`config.mk`:
```
export PLATFORM = sky130hd
export DESIGN_NAME = clock_domain_import_fifo
export DESIGN_NICKNAME = d
export VERILOG_FILES = /design/src/rtl/clock_domain_import_fifo.sv
export SDC_FILE = /design/constraint.sdc
export NUM_CORES = 1
export LEC_CHECK = 0
export ABC_AREA = 1
export CAP_MARGIN = 20
export CORE_MARGIN = 2
export CORE_UTILIZATION = 50
export CTS_BUF_LIST = sky130_fd_sc_hd__clkbuf_2
export DETAILED_ROUTE_END_ITERATION = 16
export GPL_TIMING_DRIVEN = 0
export PLACE_DENSITY = 0.73
export SETUP_SLACK_MARGIN = 0.02
export SYNTH_ARGS = -nofsm -noshare
export SYNTH_HDL_FRONTEND = slang
export SYNTH_SLANG_ARGS = --single-unit
```
`constraint.sdc`:
```
create_clock -name clk -period 3.33 [get_ports clk]
set_clock_uncertainty 0.1 [all_clocks]
set_input_delay 0.666 -clock clk [delete_from_list [all_inputs] [get_ports clk]]
set_output_delay 0.666 -clock clk [all_outputs]
set_load 0.05 [all_outputs]
```
`src/rtl/clock_domain_import_fifo.sv`:
```
// Toggle-handshake CDC receiver: syncs cdc_req, queues cdc_data in a FWFT FIFO, returns cdc_ack.
// Optional `level` port enabled by defining CLOCK_DOMAIN_IMPORT_LEVEL_EN.
module clock_domain_import_fifo #(
    parameter int pBits  = 8,
    parameter int pDepth = 4
) (
    input  logic                             clk,
    input  logic                             rst,
    input  logic                             cdc_req,
    input  logic [pBits-1:0]                 cdc_data,
    output logic                             cdc_ack,
    output logic                             out_valid,
    output logic [pBits-1:0]                 out_data,
    input  logic                             out_pop
`ifdef CLOCK_DOMAIN_IMPORT_LEVEL_EN
    ,
    output logic [$clog2(pDepth+1)-1:0]      level
`endif
);

    localparam int PW = $clog2(pDepth);
    localparam int CW = $clog2(pDepth + 1);
    localparam logic [CW-1:0] FULL_CNT = CW'(pDepth);

    logic [1:0]       req_ff;
    logic             req_s;
    logic             pending;
    logic             full;
    logic             push;
    logic             pop;
    logic [PW-1:0]    wr_ptr;
    logic [PW-1:0]    rd_ptr;
    logic [CW-1:0]    count;
    logic [pBits-1:0] mem [pDepth];

    // req_ff[1] is the metastability stage; req_ff[0] is the settled value
    assign req_s   = req_ff[0];
    assign pending = (req_s != cdc_ack);
    assign full    = (count == FULL_CNT);
    assign push    = pending && !full;
    assign pop     = out_pop && out_valid;

    assign out_valid = (count != '0);
    assign out_data  = mem[rd_ptr];

`ifdef CLOCK_DOMAIN_IMPORT_LEVEL_EN
    assign level = count;
`endif

    always_ff @(posedge clk) begin
        if (rst) begin
            req_ff  <= 2'b00;
            cdc_ack <= 1'b0;
            wr_ptr  <= '0;
            rd_ptr  <= '0;
            count   <= '0;
        end else begin
            req_ff <= {cdc_req, req_ff[1]};
            if (push) begin
                wr_ptr  <= wr_ptr + 1'b1;
                cdc_ack <= req_s;
            end
            if (pop) begin
                rd_ptr <= rd_ptr + 1'b1;
            end
            unique case ({push, pop})
                2'b10:   count <= count + 1'b1;
                2'b01:   count <= count - 1'b1;
                default: count <= count;
            endcase
        end
    end

    // cdc_data is stable for two cycles before req_s moves, so no synchroniser
    always_ff @(posedge clk) begin
        if (!rst && push) begin
            mem[wr_ptr] <= cdc_data;
        end
    end

endmodule

```
# Yosys cells after proc, flatten, opt, wreduce, memory -nomap -nowiden
# Memory sizes are Yosys's and may differ from the RTL's. A register that Yosys moved wholly into a read port is not among the register bits.
# Cells that the tools add are included.
# word_totals
ff_bits	10
ramBits	32
in_bits	12
output_inout_bits	10
memories	1
# mem_list
name	depth	word_bits	rd	rd_clocked_by_memory_dff	write_ports	line_no	text
mem	4	8	1	1	1	34	logic [pBits-1:0] mem [pDepth];
# classes
addsub	4
eq_ne	4
muxes	5
n_reduce_logical	7
# op_table
operator	n
one-hot mux 3 bit (2 select lines)	1
adder 2 x 1 -> 2 bit (second input constant)	2
2-to-1 mux 2 bit	2
adder 3 x 1 -> 3 bit (second input constant)	1
equality test 3 bit (second input constant)	1
logical AND 1 bit	3
nonzero test 3 bit	1
subtractor 3 x 1 -> 3 bit (second input constant)	1
equality test 2 x 1 -> 1 bit (second input constant)	1
equality test 2 bit (second input constant)	1
logical NOT 1 bit	2
2-to-1 mux 1 bit	2
nonzero test 2 bit	1
inequality test 1 bit	1

# Depth between registers and ports, before layout
# Gate-level depths: netlist (run 1).
# logic_depth
depth_word	6
mapped_depth	13
depth_no_buf	13

# Worst setup path after synthesis (run 1)
# OpenSTA, ideal clock, no wires.
# synth_path
path_type	flip-flop to output port
startpoint	register with a tool-made name
endpoint	output port out_data[5]
arrival_ps	1406
path_slack_ps	1158
path_stages_with_launch	4
path_buffers	1
path_cell_list	dfxtp_1 -> buf_6 -> o21ai_1 -> o22ai_1
# synth_rtl
item	line_no	text
to (decl)	13	output logic [pBits-1:0] out_data,

==> results.yml, run 1 <==
sta:
  rsz0062_at_grt: "no"
  min_period_over_period: 0.907
  worst_pin_slew_ns: 0.798
  fmax_mhz: 331
  drv_slew: 0
  setup_viol: 0
  hold_viol: 0
  min_period_ns: 3.02
  relSlewSlack: 0.466
  fin_tns_setup_ns: 0
yosys:
  synth_cells: 162
  ys_seq_area_frac: 0.667
  yosys_warnings: 0
  synthTopCellsByCount: "edfxtp_1, nor2_1, inv_1"
  synth_top_area_share: 0.533
  synth_nets: 180
  postSynth.topFlopCell: "edfxtp_1"
  synth.area.top_cells: "edfxtp_1, dfxtp_1, nor2_1"
  synth_edf_count: 32
  synth.most_common_cell: "edfxtp_1"
  netlist_area_sq_um: 1800
  yosysTopAreaCell: "edfxtp_1"
  synth_seq_cells: 44
  synth-async-reset-ratio: 0
  synthDistinctLibCells: 19
  synth_area_per_cell_sq_um: 11.1
cts:
  htree_levels: 2
  numCtsBuffers: 5
  path_clk_slew_ns: 0.21
  cts_tree: "built"
  ctsHoldBuffers: 0
  cts_resized: 0
  root_buffer: "clkbuf_2"
  clkLatencyLatePin_ns: 0.40
  postCtsSetupBuffers: 0
  clock-sinks: 44
  cts_buffer_depth: 2
global_route:
  grt.met1_usage: 0.212
  met3_usage: 0.0405
  grt_pass1_wl_um: 5090
  grt_pass1_vias: 1088
  grt_overflow: 0
  busiest_layer: "met2"
  antenna_found_initial: 0
  grt_max_degree: 15
  track_usage: 0.167
  grtUsageMet2: 0.275
pwr:
  powerDensity_nw_per_um2: 780
  power_switching_mw: 0.631
  intPower_mw: 1.05
  clockPowerShare: 0.220
  peakVddDrop_uv: 355
  seqPwrFrac: 0.406
  comb_power_share: 0.374
  switching_share: 0.375
  p_leak_nw: 0.821
floorplan:
  rows: 21
  initial_utilization: 0.532
  die_w_um: 64.0
  io_pins: 22
  core_sq_um: 3390
  dieHeight_um: 64.0
  dieArea_sq_um: 4100
setup_path:
  worstPathRequired_ns: 2.56
  r2r_start: "count[2]"
  cp-end-kind: "output port"
  worstSetupPathType: "register to output port"
  r2r_cells: 13
  r2r_slack_ns: 1.37
  start_kind: "register"
  reg2reg_to: "count[2]"
  crit_path_max_fanout: 9
  cp_data_arrival_time_ns: 2.25
place:
  port_buffers: 21
  hpwl_um: 2200
  place_area_sq_um: 2070
  gp_congestion: 0.760
cells_and_area:
  area_growth_pct: 19.9
  drive_above_1_share: 0.0995
  stdcell_area_sq_um: 2160
  layout.nets: 208
  antennaDiodeCount: 0
min_path:
  min_from: "req_ff[1]"
  hold_end: "req_ff[0]"
  hp-class: "register to register"
  worstHoldPathCells: 2
detailed_routing:
  drtAntennaViolNets: 0
  wire_per_inst_um: 13.5
  wl_um: 3200
  drcViolationCount: 0
  avgViaCountPerCell: 4.93
  dr.first_iter.drc_count: 101
  vias: 1169
  dr.pass1.iters: 4
run:
  cap_viol_max_count: 0
outcome:
  status: "complete, no violations"
==> flip-flops by register name, indices dropped and copies added, names as in the netlist, named ones only <==
| name | flops |
|---|---|
| rd_ptr | 2 |
| cdc_ack | 1 |
| mem | 32 |
| wr_ptr | 2 |
| req_ff | 2 |
| count | 3 |
==> stage by stage <==
stage | hold WS (ns) | worst slack, ns | util | instances | total power, mW
after floorplan | 0.288 | 1.16 | - | 162 | 1.13
after global placement | 0.301 | 0.636 | 0.611 | 229 | 1.30
after detailed placement | 0.315 | 0.647 | 0.611 | 229 | 1.33
after CTS | 0.338 | 0.278 | 0.637 | 237 | 1.69
after global routing | 0.356 | 0.195 | 0.637 | 237 | 1.77
final | 0.332 | 0.310 | 0.637 | 237 | 1.68
==> cells in the final DEF (no fill, tap or decap) <==
cell,n
edfxtp_1,32
nor2_1,31
inv_1,21
clkdlybuf4s50_1,21
nand2_1,17
o21ai_0,14
dfxtp_1,12
o22ai_1,8
clkbuf_2,6
ha_1,5
nand3_1,4
a21oi_1,4
nand2_2,3
o21ai_2,3
buf_6,2
bufinv_16,2
nor2_4,1
inv_2,1
o21ai_1,1
nor2_2,1
nor3_1,1
fa_1,1
==> layer usage <==
layer | vias to the layer above | share of wire
li1 | 597 | -
met1 | 544 | 0.46
met2 | 21 | 0.49
met3 | 7 | 0.033
met4 | 0 | 0.018
met5 | - | 0
==> worst max-delay path, stage by stage, from the launching register on <==
cell	delay, ns
dfxtp_1	0.46
inv_1	0.27
o21ai_0	0.15
o22ai_1	0.15
clkdlybuf4s50_1	0.83
==> kinds of logic (layout without fill, tap and decap cells) <==
group           after synthesis  after routing  share of synthesized area
compound gates               30             30                     0.0951
fa+ha+maj                     6              6                     0.0458
buf+inv                      24             53                     0.0583
flops                        44             44                      0.667
simple gates                 58             58                      0.134
==> layout make-up <==
class | instances | area [sq um]
fill | 257 | 1230
sequential | 44 | 1200
multi-input combinational | 94 | 495
timing repair buffer | 21 | 210
inverter | 22 | 82.6
clock inverter | 2 | 60.1
tap | 46 | 57.6
clock buffer | 6 | 30.0
buffer | 2 | 22.5
==> how the worst max path moves through the flow <==
stage | start | slack (ns) | endpoint
detailed placement | rst | 0.65 | mem[0][1]
CTS | register | 0.28 | out_data[3]
finish | register | 0.31 | out_data[3]
global route | register | 0.19 | out_data[4]
global placement | rst | 0.64 | mem[3][4]
floorplan | register | 1.16 | out_data[5]
==> power groups by stage <==
stage | sequential, mW | combinational (mW) | clock, mW
after global placement | 0.693 | 0.610 | 0
after global routing | 0.688 | 0.681 | 0.398
after detailed placement | 0.697 | 0.633 | 0
after floorplan | 0.689 | 0.444 | 0
after CTS | 0.684 | 0.635 | 0.374
final | 0.684 | 0.630 | 0.371
(Power assumes the default switching activity.)
==> run 2: changes to the inputs <==
--- a/config.mk
+++ b/config.mk
@@ -12,6 +12,7 @@
 export CTS_BUF_LIST = sky130_fd_sc_hd__clkbuf_2
 export DETAILED_ROUTE_END_ITERATION = 16
 export GPL_TIMING_DRIVEN = 0
+export MAX_ROUTING_LAYER = met4
 export PLACE_DENSITY = 0.73
 export SETUP_SLACK_MARGIN = 0.02
 export SYNTH_ARGS = -nofsm -noshare
==> results of run 2 <==
The final DEF is identical to that of run 1; final timing and power are the same.
Main changes from that run: final weighted congestion in routability-driven placement 0.760 -> 0.770; overall routing resource usage 0.167 -> 0.172; violation count after the first detailed-route iteration 101 -> 102
